===== config.mk =====
export PLATFORM = sky130hd
export DESIGN_NAME = uart2_rx
export DESIGN_NICKNAME = d
export VERILOG_FILES = /design/src/rtl/uart2_rx.sv
export SDC_FILE = /design/constraint.sdc
export NUM_CORES = 1
export LEC_CHECK = 0
export BUFFER_PORTS_ARGS = -buffer_cell sky130_fd_sc_hd__buf_2
export CELL_PAD_IN_SITES_DETAIL_PLACEMENT = 2
export CELL_PAD_IN_SITES_GLOBAL_PLACEMENT = 2
export CORE_ASPECT_RATIO = 0.7
export CORE_MARGIN = 2
export CORE_UTILIZATION = 26
export CTS_CLUSTER_DIAMETER = 150
export DETAILED_ROUTE_END_ITERATION = 6
export GPL_ROUTABILITY_DRIVEN = 0
export GPL_TIMING_DRIVEN = 0
export PLACE_DENSITY = 0.62
export SYNTH_ARGS = -nofsm -noshare
export SYNTH_HDL_FRONTEND = slang
export SYNTH_SLANG_ARGS = --single-unit
export TNS_END_PERCENT = 5

===== constraint.sdc =====
create_clock -name i_clk -period 2 [get_ports i_clk]
set_input_delay 0.1 -clock i_clk [delete_from_list [all_inputs] [get_ports i_clk]]
set_output_delay 0.1 -clock i_clk [all_outputs]
set_load 0.005 [all_outputs]

===== src/rtl/uart2_rx.sv =====
// 8N1 UART receiver, 16x oversampled on the shared b_tick strobe, mid-bit sampling.
// Optional stop-bit check and frame_err pulse: define UART2_RX_FRAME_ERR_EN.
module uart2_rx (
   input  logic       i_clk,
   input  logic       i_rst,
   input  logic       i_b_tick,
   input  logic       i_rx,
   output logic [7:0] o_rx_data,
   output logic       o_rx_done,
   output logic       o_rx_busy,
   output logic       o_frame_err
);

   typedef enum logic [1:0] {IDLE, START, DATA, STOP} state_t;

   state_t     r_state, w_state_nxt;
   logic       r_sync1, r_rx_s;
   logic [3:0] r_tick_cnt, w_tick_nxt;
   logic [2:0] r_bit_cnt, w_bit_nxt;
   logic [7:0] r_shreg, w_shreg_nxt;
   logic [7:0] r_rx_data, w_data_nxt;
   logic       r_rx_done, w_done_nxt;
   logic       r_frame_err, w_ferr_nxt;
   logic       w_stop_ok;

   // Without the frame check every stop sample is treated as good.
`ifdef UART2_RX_FRAME_ERR_EN
   assign w_stop_ok = r_rx_s;
`else
   assign w_stop_ok = 1'b1;
`endif

   always_ff @(posedge i_clk) begin
      if (i_rst) begin
         r_sync1 <= 1'b1;
         r_rx_s  <= 1'b1;
      end else begin
         r_sync1 <= i_rx;
         r_rx_s  <= r_sync1;
      end
   end

   always_ff @(posedge i_clk) begin
      if (i_rst) begin
         r_state     <= IDLE;
         r_tick_cnt  <= 4'd0;
         r_bit_cnt   <= 3'd0;
         r_shreg     <= 8'h00;
         r_rx_data   <= 8'h00;
         r_rx_done   <= 1'b0;
         r_frame_err <= 1'b0;
      end else begin
         r_state     <= w_state_nxt;
         r_tick_cnt  <= w_tick_nxt;
         r_bit_cnt   <= w_bit_nxt;
         r_shreg     <= w_shreg_nxt;
         r_rx_data   <= w_data_nxt;
         r_rx_done   <= w_done_nxt;
         r_frame_err <= w_ferr_nxt;
      end
   end

   always_comb begin
      w_state_nxt = r_state;
      w_tick_nxt  = r_tick_cnt;
      w_bit_nxt   = r_bit_cnt;
      w_shreg_nxt = r_shreg;
      w_data_nxt  = r_rx_data;
      w_done_nxt  = 1'b0;
      w_ferr_nxt  = 1'b0;
      case (r_state)
         IDLE: begin
            if (!r_rx_s) begin
               w_state_nxt = START;
               w_tick_nxt  = 4'd0;
            end
         end
         // Tick 7 of the start bit is its centre; a high line there is a glitch.
         START: begin
            if (i_b_tick) begin
               if (r_tick_cnt == 4'd7) begin
                  if (!r_rx_s) begin
                     w_state_nxt = DATA;
                     w_tick_nxt  = 4'd0;
                     w_bit_nxt   = 3'd0;
                  end else begin
                     w_state_nxt = IDLE;
                  end
               end else begin
                  w_tick_nxt = r_tick_cnt + 4'd1;
               end
            end
         end
         DATA: begin
            if (i_b_tick) begin
               if (r_tick_cnt == 4'd15) begin
                  w_shreg_nxt = {r_rx_s, r_shreg[7:1]};
                  w_tick_nxt  = 4'd0;
                  if (r_bit_cnt == 3'd7) begin
                     w_state_nxt = STOP;
                  end else begin
                     w_bit_nxt = r_bit_cnt + 3'd1;
                  end
               end else begin
                  w_tick_nxt = r_tick_cnt + 4'd1;
               end
            end
         end
         // Leaving at mid-stop lets a following start edge be caught without a gap.
         STOP: begin
            if (i_b_tick) begin
               if (r_tick_cnt == 4'd15) begin
                  w_state_nxt = IDLE;
                  if (w_stop_ok) begin
                     w_data_nxt = r_shreg;
                     w_done_nxt = 1'b1;
                  end else begin
                     w_ferr_nxt = 1'b1;
                  end
               end else begin
                  w_tick_nxt = r_tick_cnt + 4'd1;
               end
            end
         end
         default: w_state_nxt = IDLE;
      endcase
   end

   assign o_rx_data   = r_rx_data;
   assign o_rx_done   = r_rx_done;
   assign o_rx_busy   = (r_state != IDLE);
   assign o_frame_err = r_frame_err;

endmodule


[Word-level counts from Yosys, hierarchy flattened]
Cells that the tools add are included.
Storage, ports and cells
  register bits after elaboration: 28
  bits in latches: 0
  bits in writable memories: 0
  ROM bits: 0
  bits of input ports: 4
  output and inout port bits: 11
  logic and storage cells: 64
  memories kept: 0
Cells by class
  add/subtract/negate cells: 2
  multipliers: 0
  div/mod/pow operators: 0
  order comparisons: 0
  equality and inequality tests: 17
  shift-type cells: 0
  muxes and demuxes: 26
  bitwise logic cells: 2
  reductions and logical operators: 9
Operators with widths (number)
  2-to-1 mux 4 bit: 7
  != test 2 bit, second input constant: 11
  2-to-1 mux 2 bit: 9
  2-to-1 mux 3 bit: 6
  one-hot mux 4 bit (4 select lines): 1
  one-hot mux 2 bit (4 select lines): 1
  AND reduction 8 bit: 1
  AND reduction 7 bit: 1
  one-hot mux 3 bit (2 select lines): 1
  AND reduction 3 bit: 2
  adder 4 x 1 -> 4 bit, second input constant: 1
  equality test 2 bit, second input constant: 2
  equality test 4 x 3 -> 1 bit, second input constant: 1
  equality test 4 bit, second input constant: 1
  AND reduction 4 bit: 1
  nonzero test 2 bit: 2
  adder 3 x 1 -> 3 bit, second input constant: 1
  equality test 3 bit, second input constant: 1
  OR reduction 3 bit: 1
  equality test 2 x 1 -> 1 bit, second input constant: 1
  zero test 2 bit: 1
  NOT 1 bit: 2
  2-to-1 mux 1 bit: 1

[Longest topological paths before layout]
Gate-level depths: netlist (run 1).
  depth in word-level cells: 5
  gate-level depth with buffers: 6
  mapped depth without buffers: 6

[Worst setup path after synthesis (run 1)]
OpenSTA, ideal clock, no wires.
  path kind: reg2reg
  start: register r_bit_cnt[0]
  end: register r_bit_cnt[0]
  library setup time: 128 ps
  arrival time: 1378 ps
  required time: 1872 ps
  slack: 494 ps
  cell stages (with the launch flop): 7
  buffers on the path: 0
  clock period less this slack: 1506 ps
  path through: dfxtp_1 ha_1 ha_1 nor4bb_1 o2111ai_2 mux2i_1 nor2_1
Between the ends
  cells in the longest elaborated chain, start to end: 5
  elaborated cells on any way between the ends: 8
  classes of those cells: add/sub: 1; eq/ne: 2; mux: 4; reduce/logical: 1
Ends and longest elaborated chain
  start: declaration: line 19  | logic [2:0] r_bit_cnt, w_bit_nxt;
  start signal: assignment: line 55  | r_bit_cnt <= w_bit_nxt;
  adder 3 x 1 -> 3 bit: line 102  | w_bit_nxt = r_bit_cnt + 3'd1;
  2-to-1 mux 3 bit: line 99  | if (r_bit_cnt == 3'd7) begin
  2-to-1 mux 3 bit: line 96  | if (r_tick_cnt == 4'd15) begin
  2-to-1 mux 3 bit: line 95  | if (i_b_tick) begin
  one-hot mux 3 bit (2 select lines): line 71  | case (r_state)
Parallel ways exist; a longest one is shown, timed or not. The select of a mux whose other input is x is not followed.
A chain may end at the register's enable or synchronous reset.

[Worst setup path in the final report (run 1)]
  start: register r_tick_cnt[0]
  end: register r_shreg[3]
Between the ends
  cells in the longest elaborated chain, start to end: 2
Ends and longest elaborated chain
  start: declaration: line 18  | logic [3:0] r_tick_cnt, w_tick_nxt;
  start signal: assignment: line 54  | r_tick_cnt <= w_tick_nxt;
  equality test 4 bit: line 96
  AND reduction 3 bit (no source line)
  end signal: assignment: line 56  | r_shreg <= w_shreg_nxt;
  end: declaration: line 20  | logic [7:0] r_shreg, w_shreg_nxt;
No other way between the ends.

==> results of run 1 <==
worst paths after layout:
path / from / endpoint / slack (ps) / cells after the start
hold / removal: i_rst / r_tick_cnt[1]$_SDFFE_PP0P_ / 100 / 3
setup reg to reg: r_tick_cnt[0]$_SDFFE_PP0P_ / r_shreg[3]$_SDFFE_PP0P_ / 250 / 6
setup / recovery: r_tick_cnt[0]$_SDFFE_PP0P_ / r_shreg[3]$_SDFFE_PP0P_ / 250 / 6
hold reg to reg: r_sync1$_SDFF_PP1_ / r_rx_s$_SDFF_PP1_ / 410 / 1
Yosys cell counts, drive strengths merged:
| master | instances |
|---|---|
| nor2 | 26 |
| a21oi | 2 |
| mux2 | 1 |
| nand2b | 2 |
| nand4 | 2 |
| nor3b | 1 |
| nor4b | 1 |
| o211ai | 2 |
| or2 | 2 |
| ha | 3 |
| clkbuf | 3 |
| nor4bb | 1 |
| nand2 | 4 |
| and2 | 1 |
| mux2i | 19 |
| a31oi | 2 |
| nand3 | 1 |
| a211oi | 2 |
| xnor2 | 1 |
| o32ai | 1 |
| dfxtp | 28 |
| o2111ai | 1 |
| nor3 | 3 |
| and3 | 2 |
| or3 | 1 |
| buf | 6 |
| inv | 3 |
| o21ai | 5 |
| nand3b | 1 |
| o21bai | 1 |
| a221oi | 1 |
| conb | 1 |
flip-flops by register name, indices dropped and copies added, names as in the netlist, named ones only:
name and flops:
o_rx_data 8, r_shreg 8, r_tick_cnt 4, r_bit_cnt 3, o_rx_done 1, r_rx_s 1, r_state 1, r_sync1 1
where the power goes:
group	switching [mW]	internal (mW)
Sequential	0.00350	0.561
Combinational	0.0245	0.0146
Clock	0.171	0.136
per-layer routing:
layer,up-vias,global-route usage [%]
met4,0,4.62
met1,475,17.5
met2,9,19.1
met5,-,0
li1,486,-
met3,5,3.99
area by class of cell:
type | instances | share of cell area [%]
Multi-Input combinational cell | 90 | 43.2
Clock buffer | 3 | 2.85
Inverter | 3 | 0.778
Sequential cell | 28 | 38.7
Buffer | 9 | 4.32
Tap cell | 57 | 4.93
Timing Repair Buffer | 14 | 5.19
through the flow:
stage | util, % | area [µm²] | total power, mW
4_1_cts | 30.6 | 1450 | 0.933
3_3_place_gp | 29.5 | 1400 | 0.615
5_1_grt | 30.6 | 1450 | 0.965
3_5_place_dp | 29.5 | 1400 | 0.617
6_report | 30.6 | 1450 | 0.910
2_1_floorplan | - | 1260 | 0.600
worst max-delay path, stage by stage (launching register included):
cell and delay, ps:
dfxtp_1 390, ha_1 370, nand4_4 180, nor3b_2 210, buf_6 180, mux2i_1 220, nor2_1 60
logic make-up after synthesis:
kind of cell / count (synthesis) / share of synthesized area, %
buf+inv: 12 / 5.86
other cells: 1 / 0.298
mux: 20 / 16.0
simple gates: 48 / 20.4
xor+xnor: 1 / 0.695
compound gates: 17 / 9.33
flops: 28 / 44.5
fa+ha+maj: 3 / 2.98
what timing repair did:
action | CTS | global route
hold buffers | 1 | 0
gates resized for setup | 0 | 0
hold endpoints to repair | 1 | 0
==> results.json, run 1 <==
{
  "hp-class": "input port to flop",
  "crit_arrival_ps": 1900,
  "die_h_um": 62.2,
  "drt_iter0_drc": 53,
  "post-place-ws_ps": 261,
  "synth.distinct_cells": 36,
  "hold_slack_ps": 104,
  "ys_seq_elements": 28,
  "register_area_um2": 561,
  "antenna_found_initial": 0,
  "antenna_cells": 0,
  "drive_above_1_share_pct": 19.7,
  "ir_drop_mv": 0.286,
  "grt_max_degree": 15,
  "worst_slack_ps": 252,
  "finalWirelength_mm": 3.00,
  "htreeDepth": 1,
  "final_cell_count_no_fill": 204,
  "clk_latency_ps": 280,
  "timing.setup.tns_ps": 0,
  "syn_nets": 137,
  "grt_overflow": 0,
  "via_per_inst": 4.78,
  "setup_viol": 0,
  "dr.pass1.iters": 3,
  "ioPinCount": 15,
  "avgSynthCellArea_um2": 9.69,
  "synth_area_leaders": "dfxtp_1 44%, mux2i_1 15%, nor2_1 7.4%, ha_1 3.0%, buf_6 2.7%",
  "clkSlewWorstSetupHoldPaths_ps": 90,
  "clock_sinks": 28,
  "dp.cells": 200,
  "power_density_nw_per_um2": 629,
  "synth_top_cell_by_area": "dfxtp_1",
  "numCtsBuffers": 3,
  "cts_buffer_depth": 2,
  "period_needed_ps": 1750,
  "multi_input_area_um2": 626,
  "synthCells": 130,
  "grt_pass1_vias": 1085,
  "fp.dieArea_um2": 5430,
  "end_kind": "flop",
  "die_w_um": 87.2,
  "cts_tree": "yes",
  "fillerInstances": 531,
  "row_count": 21,
  "status": "complete, no violations",
  "power_leakage_nw": 0.564,
  "start_util_pct": 26.6,
  "num_vias": 975,
  "syn_area_um2": 1260,
  "final_hold_viol_count": 0,
  "fin_skew_ps": 5.60,
  "synth_top_area_share_pct": 44.5,
  "crit_fanout": 8,
  "final_cell_mix": "28 x dfxtp_1, 25 x nor2_1, 19 x mux2i_1, 15 x buf_2, 5 x o21ai_0",
  "yosys_warnings": 0,
  "grt_usage_pct": 12.9,
  "postRouteAntennaNets": 0,
  "start_kind": "flop",
  "worst_pin_slew_ps": 534,
  "dpl.hpwl_mm": 2.30,
  "final_nets": 156,
  "fmax_mhz": 572,
  "path_class": "flop to flop",
  "grt_pass1_wl_mm": 5.32,
  "final_common_cell": "dfxtp_1",
  "max-cap-violations": 0,
  "final_max_slew_viol_count": 0,
  "top_layer": "met4",
  "avgRoutedWirePerCell_um": 14.7,
  "cts_setup_buffers": 0,
  "wl_met2_mm": 1.40,
  "relSlewSlack_pct": 64.4,
  "rsz0062_at_grt": "false",
  "port_buffers": 13,
  "wl_met3_um": 86,
  "cts_root_buf": "clkbuf_8",
  "coreArea_um2": 4730,
  "syn2layout_area_growth_pct": 14.9,
  "drc": 0,
  "required_ps": 2150,
  "seq_area_frac_synth_pct": 44.5,
  "finalCritPeriodShare_pct": 87.4,
  "route.layer.met1.wl_mm": 1.46
}
Note: power is estimated with default switching activity, not from simulation.
==> inputs of run 2 (changes only) <==
--- a/config.mk
+++ b/config.mk
@@ -6,8 +6,6 @@
 export NUM_CORES = 1
 export LEC_CHECK = 0
 export BUFFER_PORTS_ARGS = -buffer_cell sky130_fd_sc_hd__buf_2
-export CELL_PAD_IN_SITES_DETAIL_PLACEMENT = 2
-export CELL_PAD_IN_SITES_GLOBAL_PLACEMENT = 2
 export CORE_ASPECT_RATIO = 0.7
 export CORE_MARGIN = 2
 export CORE_UTILIZATION = 26
@@ -15,7 +13,8 @@
 export DETAILED_ROUTE_END_ITERATION = 6
 export GPL_ROUTABILITY_DRIVEN = 0
 export GPL_TIMING_DRIVEN = 0
-export PLACE_DENSITY = 0.62
+export PLACE_DENSITY = 0.44
+export SKIP_LAST_GASP = 1
 export SYNTH_ARGS = -nofsm -noshare
 export SYNTH_HDL_FRONTEND = slang
 export SYNTH_SLANG_ARGS = --single-unit
==> run 2 against run 1 <==
Compared with the run above:
- global-route usage is 2.9 points lower
- largest power group unchanged
- setup slack improved by 33 ps
- clock skew is 1.7 ps lower
- sequential power about the same
- clock-buffer cell count is 1 higher
- power rose by 4.3%
- clock power up 13%
- critical path depth stayed put
- die area stayed put
==> results.json, run 2 (synthesized netlist as in run 1, its figures left out) <==
{
  "cts_tree": "yes",
  "clkSlewWorstSetupHoldPaths_ps": 90,
  "final_hold_viol_count": 0,
  "start_kind": "flop",
  "post-place-ws_ps": 302,
  "die_h_um": 62.2,
  "r2r_start": "r_tick_cnt[0]$_SDFFE_PP0P_",
  "final_common_cell": "dfxtp_1",
  "finalWirelength_mm": 2.41,
  "row_count": 21,
  "setup_viol": 0,
  "numCtsBuffers": 3,
  "rsz0062_at_grt": "false",
  "min_path_cells": 3,
  "cts_root_buf": "clkbuf_8",
  "avgRoutedWirePerCell_um": 11.8,
  "final_cell_mix": "28 x dfxtp_1, 25 x nor2_1, 19 x mux2i_1, 15 x buf_2, 5 x o21ai_0",
  "path_class": "flop to flop",
  "crit_arrival_ps": 1860,
  "wl_met2_mm": 1.01,
  "end_kind": "flop",
  "dr.pass1.iters": 4,
  "start_util_pct": 26.6,
  "ioPinCount": 15,
  "crit_slowest_cell": "dfxtp_1",
  "timing.reg2reg.setup_slack_ps": 290,
  "final_max_slew_viol_count": 0,
  "power_density_nw_per_um2": 650,
  "grt_usage_pct": 9.91,
  "ir_drop_mv": 0.260,
  "via_per_inst": 4.52,
  "grt_overflow": 0,
  "reg2reg_depth": 6,
  "drt_iter0_drc": 41,
  "num_vias": 927,
  "final_nets": 156,
  "clk_latency_ps": 270,
  "power_leakage_nw": 0.572,
  "die_w_um": 87.2,
  "relSlewSlack_pct": 64.6,
  "hp-class": "input port to flop",
  "period_needed_ps": 1710,
  "timing.setup.tns_ps": 0,
  "worst_slack_ps": 285,
  "critPathBufInv": 1,
  "status": "complete, no violations",
  "drive_above_1_share_pct": 20.3,
  "top_layer": "met4",
  "wl_met3_um": 60,
  "port_buffers": 13,
  "max-cap-violations": 0,
  "crit_cells": 6,
  "worst_pin_slew_ps": 530,
  "grt_pass1_vias": 866,
  "critPathLaunch": "r_tick_cnt[0]$_SDFFE_PP0P_",
  "dpl.hpwl_mm": 1.70,
  "finalCritPeriodShare_pct": 85.7,
  "htreeDepth": 1,
  "rr_endpoint": "r_shreg[1]$_SDFFE_PP0P_",
  "clock_sinks": 28,
  "crit_fanout": 8,
  "cts_resized": 0,
  "fillerInstances": 496,
  "crit_chain": "ha_1, nand4_4, nor3b_2, buf_6, mux2i_1, nor2_1",
  "worstSetupEndpoint": "r_shreg[1]$_SDFFE_PP0P_",
  "fin_skew_ps": 3.90,
  "cts_buffer_depth": 2,
  "required_ps": 2150,
  "dp.cells": 200,
  "final_cell_count_no_fill": 205,
  "antenna_found_initial": 0,
  "route.layer.met1.wl_mm": 1.30,
  "syn2layout_area_growth_pct": 16.0,
  "fp.dieArea_um2": 5430,
  "fmax_mhz": 583,
  "grt_max_degree": 16,
  "grt_pass1_wl_mm": 4.30,
  "coreArea_um2": 4730,
  "critPathTopFamily": "simple AND/OR/NAND/NOR gates",
  "critPathMaxStageDelay_ps": 380,
  "antenna_cells": 0,
  "drc": 0,
  "postLayoutCoreUtil_pct": 30.9,
  "postRouteAntennaNets": 0,
  "p_total_mw": 0.950
}
[run 2: cell count changes in the layout (fill, tap and decap cells not counted)]
cell      before  now
clkbuf_8       3    4
[run 2: through the flow]
stage | hold WS [ps] | area, µm²
floorplan | 204 | 1260
global placement | 286 | 1400
detailed placement | 301 | 1400
CTS | 6.81 | 1450
global route | 143 | 1460
finish | 125 | 1460
[run 2: final cells by class]
| cell class | instances | area, µm² | area share (%) |
|---|---|---|---|
| Buffer | 9 | 62.6 | 4.28 |
| Sequential cell | 28 | 561 | 38.4 |
| Tap cell | 57 | 71.3 | 4.88 |
| Timing Repair Buffer | 14 | 75.1 | 5.14 |
| Multi-Input combinational cell | 90 | 626 | 42.8 |
| Inverter | 3 | 11.3 | 0.771 |
| Clock buffer | 4 | 55.1 | 3.77 |
[run 2: worst reg2reg max path: stages (launching register included)]
cell and delay [ps]:
dfxtp_1 380, ha_1 380, nand4_4 180, nor3b_2 220
buf_6 190, mux2i_1 190, nor2_1 50
[run 2: routing by layer]
layer / vias up / GRT usage [%]
li1: 484 / -
met1: 427 / 14.6
met2: 12 / 13.8
met3: 4 / 2.53
met4: 0 / 3.46
met5: - / 0
[run 2: worst min path at each step]
stage,start,to,slack [ps]
floorplan,i_rx,r_sync1$_SDFF_PP1_,200
global placement,i_rx,r_sync1$_SDFF_PP1_,290
detailed placement,i_rx,r_sync1$_SDFF_PP1_,300
CTS,i_rx,r_sync1$_SDFF_PP1_,7
global route,i_rst,r_tick_cnt[2]$_SDFFE_PP0P_,140
finish,i_rst,r_tick_cnt[1]$_SDFFE_PP0P_,120
[run 2: timing repair]
item	CTS	global route
hold buffers	0	1
buffers inserted	0	0
hold endpoints to repair	0	1
[run 2: report_power, final]
group          switching [mW]  internal, mW  leakage [nW]
clock network           0.171         0.176        0.0288
logic                  0.0239        0.0146         0.317
registers             0.00303         0.561         0.226
total                   0.198         0.752         0.572
